===== src/rtl/tdes_pass_sequencer_pkg.sv =====
// tdes_pkg: shared state enum, mode/pass constants, block width and per-pass mode helper
package tdes_pkg;
  typedef enum logic [1:0] {IDLE, ISSUE, WAIT, FINISH} state_t;
  localparam logic MODE_ENC = 1'b1;
  localparam logic MODE_DEC = 1'b0;
  localparam logic [1:0] LAST_PASS = 2'd2;
  localparam int DES_BLOCK_W = 64;
  function automatic logic pass_mode(input logic ed, input logic [1:0] p);
    return (p == 2'd1) ? ((ed == MODE_ENC) ? MODE_DEC : MODE_ENC) : ed;
  endfunction
endpackage


===== src/rtl/tdes_pass_sequencer_if.sv =====
// tdes_pass_sequencer_if: controller request (start/ed_sel/abort/keys/data_in), DES core handshake (core_*), results (data_out/done/busy/timeout_err)
interface tdes_pass_sequencer_if;
  import tdes_pkg::*;
  logic start;
  logic ed_sel;
  logic abort;
  logic [DES_BLOCK_W-1:0] key1;
  logic [DES_BLOCK_W-1:0] key2;
  logic [DES_BLOCK_W-1:0] data_in;
  logic core_start;
  logic core_mode;
  logic [DES_BLOCK_W-1:0] core_key;
  logic [DES_BLOCK_W-1:0] core_data;
  logic core_done;
  logic [DES_BLOCK_W-1:0] core_result;
  logic [DES_BLOCK_W-1:0] data_out;
  logic done;
  logic busy;
  logic timeout_err;
  modport master(
    output start, ed_sel, abort, key1, key2, data_in, core_done, core_result,
    input core_start, core_mode, core_key, core_data, data_out, done, busy, timeout_err
  );
  modport slave(
    input start, ed_sel, abort, key1, key2, data_in, core_done, core_result,
    output core_start, core_mode, core_key, core_data, data_out, done, busy, timeout_err
  );
endinterface


===== src/rtl/tdes_pass_sequencer_timeout_counter.sv =====
// tdes_timeout_counter: per-pass watchdog; clr restarts, en counts a waiting cycle, expired flags the last allowed cycle (never with TIMEOUT_CYCLES=0)
module tdes_timeout_counter #(
  parameter int TIMEOUT_CYCLES = 1024
) (
  input  logic clk,
  input  logic rst,
  input  logic clr,
  input  logic en,
  output logic expired
);
  localparam int TO_W = TIMEOUT_CYCLES > 0 ? $clog2(TIMEOUT_CYCLES + 1) : 1;
  if (TIMEOUT_CYCLES == 0) begin : g_off
    assign expired = 1'b0;
  end else begin : g_on
    logic [TO_W-1:0] cnt;
    always_ff @(posedge clk or posedge rst)
      if (rst) cnt <= '0;
      else if (clr) cnt <= '0;
      else if (en) cnt <= cnt + TO_W'(1);
    assign expired = en && cnt == TO_W'(TIMEOUT_CYCLES - 1);
  end
endmodule


===== src/rtl/tdes_pass_sequencer.sv =====
// tdes_pass_sequencer: runs E-D-E / D-E-D over one DES core; ports clk, rst and bus (slave: start/ed_sel/abort/keys/data_in in, core_* handshake, data_out/done/busy/timeout_err out)
module tdes_pass_sequencer
  import tdes_pkg::*;
#(
  parameter int TIMEOUT_CYCLES = 1024
) (
  input logic clk,
  input logic rst,
  tdes_pass_sequencer_if.slave bus
);
  state_t state;
  logic [1:0] pass;
  logic ed;
  logic [DES_BLOCK_W-1:0] k1;
  logic [DES_BLOCK_W-1:0] k2;
  logic expired;
  tdes_timeout_counter #(.TIMEOUT_CYCLES(TIMEOUT_CYCLES)) u_timeout (
    .clk(clk),
    .rst(rst),
    .clr(state == ISSUE),
    .en(state == WAIT && !bus.core_done),
    .expired(expired)
  );
  // core_data doubles as the work register: it holds the block for the pass in flight and the recirculated result
  always_ff @(posedge clk or posedge rst)
    if (rst) begin
      state <= IDLE;
      pass <= '0;
      ed <= 1'b0;
      k1 <= '0;
      k2 <= '0;
      bus.core_start <= 1'b0;
      bus.core_mode <= 1'b0;
      bus.core_key <= '0;
      bus.core_data <= '0;
      bus.data_out <= '0;
      bus.done <= 1'b0;
      bus.busy <= 1'b0;
      bus.timeout_err <= 1'b0;
    end else begin
      bus.core_start <= 1'b0;
      bus.done <= 1'b0;
      bus.timeout_err <= 1'b0;
      if (bus.abort && state != IDLE) begin
        state <= IDLE;
        bus.busy <= 1'b0;
      end else
        case (state)
          IDLE:
            if (bus.start) begin
              ed <= bus.ed_sel;
              k1 <= bus.key1;
              k2 <= bus.key2;
              pass <= '0;
              bus.core_data <= bus.data_in;
              bus.core_key <= bus.key1;
              bus.core_mode <= bus.ed_sel;
              bus.core_start <= 1'b1;
              bus.busy <= 1'b1;
              state <= ISSUE;
            end
          ISSUE: state <= WAIT;
          WAIT:
            if (bus.core_done) begin
              bus.core_data <= bus.core_result;
              if (pass == LAST_PASS) state <= FINISH;
              else begin
                pass <= pass + 2'd1;
                bus.core_key <= pass == 2'd0 ? k2 : k1;
                bus.core_mode <= pass_mode(ed, pass + 2'd1);
                bus.core_start <= 1'b1;
                state <= ISSUE;
              end
            end else if (expired) begin
              bus.timeout_err <= 1'b1;
              bus.busy <= 1'b0;
              state <= IDLE;
            end
          FINISH: begin
            bus.data_out <= bus.core_data;
            bus.done <= 1'b1;
            bus.busy <= 1'b0;
            state <= IDLE;
          end
        endcase
    end
endmodule


===== src/flat_wrapper.sv =====
// flat-port wrapper written by rule: the top's interface ports become plain ports
module tdes_pass_sequencer_flat import tdes_pkg::*;
#(
  parameter int TIMEOUT_CYCLES = 1024
)
  (clk, rst, bus_start, bus_ed_sel, bus_abort, bus_key1, bus_key2, bus_data_in, bus_core_done, bus_core_result, bus_core_start, bus_core_mode, bus_core_key, bus_core_data, bus_data_out, bus_done, bus_busy, bus_timeout_err);
  tdes_pass_sequencer_if bus_i ();
  input logic clk;
  input logic rst;
  input wire logic [$bits(bus_i.start)-1:0] bus_start;
  input wire logic [$bits(bus_i.ed_sel)-1:0] bus_ed_sel;
  input wire logic [$bits(bus_i.abort)-1:0] bus_abort;
  input wire logic [$bits(bus_i.key1)-1:0] bus_key1;
  input wire logic [$bits(bus_i.key2)-1:0] bus_key2;
  input wire logic [$bits(bus_i.data_in)-1:0] bus_data_in;
  input wire logic [$bits(bus_i.core_done)-1:0] bus_core_done;
  input wire logic [$bits(bus_i.core_result)-1:0] bus_core_result;
  output wire logic [$bits(bus_i.core_start)-1:0] bus_core_start;
  output wire logic [$bits(bus_i.core_mode)-1:0] bus_core_mode;
  output wire logic [$bits(bus_i.core_key)-1:0] bus_core_key;
  output wire logic [$bits(bus_i.core_data)-1:0] bus_core_data;
  output wire logic [$bits(bus_i.data_out)-1:0] bus_data_out;
  output wire logic [$bits(bus_i.done)-1:0] bus_done;
  output wire logic [$bits(bus_i.busy)-1:0] bus_busy;
  output wire logic [$bits(bus_i.timeout_err)-1:0] bus_timeout_err;
  assign bus_i.start = bus_start;
  assign bus_i.ed_sel = bus_ed_sel;
  assign bus_i.abort = bus_abort;
  assign bus_i.key1 = bus_key1;
  assign bus_i.key2 = bus_key2;
  assign bus_i.data_in = bus_data_in;
  assign bus_i.core_done = bus_core_done;
  assign bus_i.core_result = bus_core_result;
  assign bus_core_start = bus_i.core_start;
  assign bus_core_mode = bus_i.core_mode;
  assign bus_core_key = bus_i.core_key;
  assign bus_core_data = bus_i.core_data;
  assign bus_data_out = bus_i.data_out;
  assign bus_done = bus_i.done;
  assign bus_busy = bus_i.busy;
  assign bus_timeout_err = bus_i.timeout_err;
  tdes_pass_sequencer #(.TIMEOUT_CYCLES(TIMEOUT_CYCLES)) u_core (.clk(clk), .rst(rst), .bus(bus_i));
endmodule

===== config.mk =====
export PLATFORM = sky130hd
export DESIGN_NAME = tdes_pass_sequencer_flat
export DESIGN_NICKNAME = d
export VERILOG_FILES = /design/src/rtl/tdes_pass_sequencer_pkg.sv /design/src/rtl/tdes_pass_sequencer_if.sv /design/src/rtl/tdes_pass_sequencer_timeout_counter.sv /design/src/rtl/tdes_pass_sequencer.sv /design/src/flat_wrapper.sv
export SDC_FILE = /design/constraint.sdc
export NUM_CORES = 1
export LEC_CHECK = 0
export BUFFER_PORTS_ARGS = -buffer_cell sky130_fd_sc_hd__buf_2
export CORE_AREA = 2 2 262 238
export DETAILED_ROUTE_END_ITERATION = 8
export DIE_AREA = 0 0 264 240
export PLACE_DENSITY_LB_ADDON = 0.2
export SYNTH_ARGS = -nofsm -noshare
export SYNTH_HDL_FRONTEND = slang
export SYNTH_HIERARCHICAL = 1
export SYNTH_SLANG_ARGS = --single-unit

===== constraint.sdc =====
create_clock -name clk -period 8.8 [get_ports clk]
set_input_delay 0.44 -clock clk [delete_from_list [all_inputs] [get_ports clk]]
set_output_delay 0.44 -clock clk [all_outputs]
set_load 0.05 [all_outputs]

### Yosys cells after proc, flatten, opt, wreduce, memory -nomap -nowiden

Cells that the tools add are included.
Widths: inputs -> output; s select.

| storage, ports and cells | value |
|---|---|
| flip-flop bits (word level) | 341 |
| bits in latches | 0 |
| memory bits (writable) | 0 |
| ROM bits | 0 |
| output and inout bits | 197 |
| logic and storage cells | 88 |
| memories | 0 |

| operators by class | value |
|---|---|
| add/subtract/negate cells | 2 |
| multiply operators | 0 |
| divide/modulo/power cells | 0 |
| magnitude comparators | 0 |
| equal/unequal tests | 13 |
| shift-type cells | 0 |
| multiplexer cells | 42 |
| bitwise logic cells | 1 |
| reductions and logical operators | 16 |

Operator list:

| kind | count |
|---|---|
| $mux 64 | 6 |
| $pmux 64 s2 | 2 |
| $mux 11 | 2 |
| $mux 1 | 19 |
| $mux 2 | 8 |
| $add 11x1->11 const B | 1 |
| $eq 11x10->1 const B | 1 |
| $pmux 2 s4 | 1 |
| $reduce_and 4->1 | 2 |
| $eq 2x2->1 const B | 3 |
| $ne 2x2->1 const B | 3 |
| $ne 3x2->1 const B | 2 |
| $reduce_bool 2->1 | 3 |
| $reduce_and 5->1 | 1 |
| $eq 2x1->1 const B | 2 |
| $logic_not 2->1 | 2 |
| $ne 4x3->1 const B | 1 |
| $pmux 1 s2 | 2 |
| $pmux 2 s2 | 1 |
| $reduce_and 2->1 | 2 |
| $reduce_bool 4->1 | 1 |
| $logic_and 1x1->1 | 3 |
| $ne 3x3->1 const B | 1 |
| $pmux 1 s3 | 1 |
| other kinds (4) | 4 |

### Longest topological paths before layout

| depth | value |
|---|---|
| depth after elaboration | 7 |
| mapped depth | 10 |

### Hierarchy

Netlist, hierarchy kept.

Modules (own cells, without submodules):

| module | instances | cells an instance | area an instance (um2) | sequential area each (um2) |
|---|---|---|---|---|
| tdes_pass_sequencer | 1 | 1,099 | 14,478.9 | 8,257.9 |
| tdes_timeout_counter | 1 | 57 | 573.0 | 275.3 |

### Worst setup path before layout

OpenSTA, ideal clock, no wires.

| timing path | value |
|---|---|
| path type | reg-to-reg |
| from | register u_core.state[0] |
| to | register u_core.state[1] |
| library setup time | 0.132 ns |
| arrival time | 1.830 ns |
| slack | 6.837 ns |
| stages on the path, launching flop included | 11 |
| path buffers | 1 |
| clock period less this slack | 1.963 ns |
| cell sequence | dfrtp_1 > inv_1 > ha_1 > nand2b_1 > inv_1 > buf_2 > nand4_1 > nor4_1 > o22ai_1 > a31oi_1 > o22ai_1 |

| on the way | value |
|---|---|
| longest elaborated chain between the ends | 5 |

Ends and longest elaborated chain:

| element | RTL line | source |
|---|---|---|
| from (decl) | tdes_pass_sequencer.sv:11 | `state_t state;` |
| from (signal assigned) | tdes_pass_sequencer.sv:27 | `state <= IDLE;` |
| from (signal assigned) | tdes_pass_sequencer.sv:45 | `state <= IDLE;` |
| from (signal assigned) | tdes_pass_sequencer.sv:60 | `state <= ISSUE;` |
| $eq 2x2->1 | tdes_pass_sequencer.sv:21 | `.en(state == WAIT && !bus.core_done),` |
| $logic_and 1x1->1 | tdes_pass_sequencer.sv:21 |  |
| $logic_and 1x1->1 | tdes_pass_sequencer_timeout_counter.sv:20 | `assign expired = en && cnt == TO_W'(TIMEOUT_CYCLES - 1);` |
| named net u_core.expired | tdes_pass_sequencer.sv:16 | `logic expired;` |
| $ne 4x3->1 (no line) | - |  |
| $reduce_and 2->1 (no line) | - |  |

The timed path passes the listed nets, and every way through them passes these cells.
A chain may end at the register's enable or synchronous reset.

### Worst setup path in the final report

| timing path | value |
|---|---|
| from | register u_core.state[0] |
| to | register u_core.bus.core_key[12] |

| on the way | value |
|---|---|
| longest elaborated chain between the ends | 4 |

Ends and longest elaborated chain:

| element | RTL line | source |
|---|---|---|
| parallel branches: the longest is 4 deep, another holds $reduce_and 5->1 | - |  |
| to (signal assigned) | tdes_pass_sequencer.sv:56 | `bus.core_key <= bus.key1;` |
| to (signal assigned) | tdes_pass_sequencer.sv:69 | `bus.core_key <= pass == 2'd0 ? k2 : k1;` |
| to (decl) | tdes_pass_sequencer_if.sv:26 | `output core_start, core_mode, core_key, core_data, data_out, done, busy, timeout_err` |

Several ways; the timed one is not identified.

==> results.yml <==
sta:
  slew_violations: 0
  rsz0062_at_grt: "false"
  setup_viol: 0
  fin_setup_tns_ps: 0
  timing.fmax_mhz: 242
  fin_crit_ps: 4130
  clock_skew_ps: 11.0
  hold_viol_final: 0
  slew_headroom: 0.219
  worst_slew_pin_slew_ps: 1170
  min_period_over_period: 0.470
clocking:
  clk_pin_slew_ps: 60
  cts_buffer_depth: 3
  cts-resized-gates: 0
  cts_tree: "done"
  cts_root_buf: "clkbuf_16"
  numCtsBuffers: 42
  htree_levels: 2
  insertion_delay_ps: 550
  cts.sinks: 341
synthesis:
  synth_nets: 1427
  synth_cell_types: 38
  synth.top_cells.by_count: "341 x dfrtp_1, 231 x mux2_2, 137 x nor2_1, 135 x a21oi_1, 132 x mux2i_1"
  synth.cell_area_sq_mm: 0.0151
  synth_edf_count: 0
  yosys_warnings: 6
  yosys.cell_count.top_type: "dfrtp_1"
  synthCells: 1156
  ys_ff_latch: 341
  avgSynthCellArea_sq_um: 13.0
  synthTopCellsByArea: "dfrtp_1 57%, mux2_2 17%, mux2i_1 8.8%"
  synthArstFlopShare: 1.00
  ys.flop_type: "dfrtp_1"
  yosysTopAreaCell: "dfrtp_1"
  ys_seq_area_frac: 0.567
  synth_top_area_frac: 0.567
drt:
  first_iter_violations: 456
  drc: 0
  detail-route-antenna-nets: 0
  vias: 10500
  wl_met3_um: 3330
  wl_per_cell_um: 17.5
  wl_met1_um: 18100
  viasPerCell: 4.36
  wl_um: 42400
  met2_length_um: 20200
  dr.pass1.iters: 4
  top_layer: "met5"
global_route:
  overflow: 0
  grt_max_degree: 147
  track_usage: 0.130
  grt_pass1_wl_um: 64300
  grt_pass1_vias: 10800
  antenna_found_initial: 6
worst_setup_path:
  critPathMaxStageDelay_ps: 750
  r2r_slack_ps: 4670
  crit_chain: "inv_1 -> ha_4 -> buf_4 -> a21oi_2 -> nor2_4 -> buf_4 -> mux2_2"
  start_kind: "register"
  worstPathRequired_ps: 9230
  r2r_end: "u_core/bus.core_key[12]"
  critical_path_arrival_ps: 4560
  cpMostUsedCell: "buf_4"
  path_class: "register to register"
  crit_buf_inv: 3
  rr_startpoint: "u_core/state[0]"
  r2r_cells: 7
  path_max_fanout: 49
  cp-end-kind: "register"
  cp_top_family: "buffers and inverters"
  crit_slowest_cell: "buf_4"
min_path:
  hold_class: "input pin to register"
  hold_start: "bus_key2[21]"
  worst_hold_path.num_cells: 2
  min_to: "u_core/k2[21]"
finish:
  synthToLayoutAreaGrowth_pct: 29.3
  drive_above_1_share: 0.498
  stdcell_count: 2416
  fin_nets: 1865
  fillCellCount: 6211
place:
  gp_congestion: 0.779
  io_buffers: 458
  dp_hpwl_um: 29000
  dp_cells: 2341
status:
  outcome: "completed"
flow_run:
  maxCapViolCount: 0
floorplanning:
  rows: 86
  fp.coreArea_sq_mm: 0.0607
  die-area_sq_mm: 0.0634
  io_pins: 459
  die_h_um: 240
  die_w_um: 264
  initial_core_util: 0.248
power:
  p_leak_nw: 9.09
  pwr_density_cell_mw_per_mm2: 452
  peakVddDrop_v: 0.000234
## layout by cell type (no fill, tap or decap), types with 6 or more instances in the layout
cell | Yosys | routed
buf_2 | 43 | 458
dfrtp_1 | 341 | 341
mux2_2 | 231 | 231
nor2_1 | 137 | 137
a21oi_1 | 135 | 135
mux2i_1 | 132 | 132
clkbuf_16 | 0 | 43
mux2_4 | 28 | 28
clkbuf_8 | 0 | 12
inv_1 | 11 | 10
nand2_1 | 11 | 9
buf_4 | 10 | 8
clkbuf_1 | 12 | 7
ha_1 | 9 | 6
## how the worst max path moves through the flow
stage,start,to,depth (start not counted),slack (ps)
6_report,u_core/state[0],u_core/bus.core_key[12],7,4670
5_1_grt,u_core/state[0],u_core/bus.core_key[12],7,4390
4_1_cts,u_core/state[0],u_core/bus.core_key[19],7,4510
3_5_place_dp,u_core/state[0],u_core/bus.core_key[17],7,4530
3_3_place_gp,u_core/state[0],u_core/bus.core_key[16],7,4620
2_1_floorplan,rst,u_core/bus.busy,1,3950
## layer usage
metal | up-vias | GRT usage
met5 | - | 0
met4 | 8 | 0.0351
met3 | 61 | 0.0430
met2 | 339 | 0.215
met1 | 5178 | 0.164
li1 | 4954 | -
## sequential cells by signal, indices dropped and copies added (netlist names)
| register | count |
|---|---|
| u_core/bus.core_mode | 1 |
| u_core/bus.busy | 1 |
| u_core/bus.core_start | 1 |
| u_core/state | 2 |
| u_core/pass | 2 |
| u_core/bus.data_out | 64 |
| u_core/bus.timeout_err | 1 |
| u_core/k2 | 64 |
| u_core/ed | 1 |
| u_core/bus.done | 1 |
| u_core/bus.core_data | 64 |
| u_core/u_timeout/g_on.cnt | 11 |
| u_core/k1 | 64 |
| u_core/bus.core_key | 64 |
## power by group
part | internal (mW) | switching, mW | total [mW]
Clock | 1.08 | 0.677 | 1.76
Sequential | 2.35 | 0.439 | 2.79
Combinational | 1.41 | 2.84 | 4.26
## per-stage QoR
step           setup slack [ps]   util  power, mW  area [sq um]  hold WS (ps)
2_1_floorplan              3950      -       6.08         15100           292
3_3_place_gp               4620  0.297       7.07         18000           483
3_5_place_dp               4530  0.297       7.14         18000           488
4_1_cts                    4510  0.321       8.97         19500          65.6
5_1_grt                    4390  0.321       9.34         19500          83.7
6_report                   4670  0.321       8.81         19500           114
## kinds of logic (layout without fill, tap and decap cells)
kind of cell	Yosys count	count (layout)	share of synthesized area
other	0	2	0
buffers and inverters	86	552	0.0320
AND/OR/NAND/NOR	173	173	0.0483
flip-flops	341	341	0.567
XOR/XNOR	5	5	0.00291
multiplexers	391	391	0.289
AO/OA/AOI/OAI	151	151	0.0539
adder cells (fa/ha/maj)	9	9	0.00748
## what timing repair did
item,CTS,global route
hold buffers,1,0
endpoints found under the hold margin,11,0
setup buffers,0,0
## area by class of cell
cell class	instances	area, sq um	area share
Clock inverter	10	136	0.00701
Antenna cell	2	5.00	0.000257
Multi-Input combinational cell	729	6100	0.313
Sequential cell	341	8530	0.438
Inverter	12	48.8	0.00251
Tap cell	792	991	0.0509
Clock buffer	62	1270	0.0651
Timing Repair Buffer	468	2380	0.122
Power figures use the tool's default switching activity.
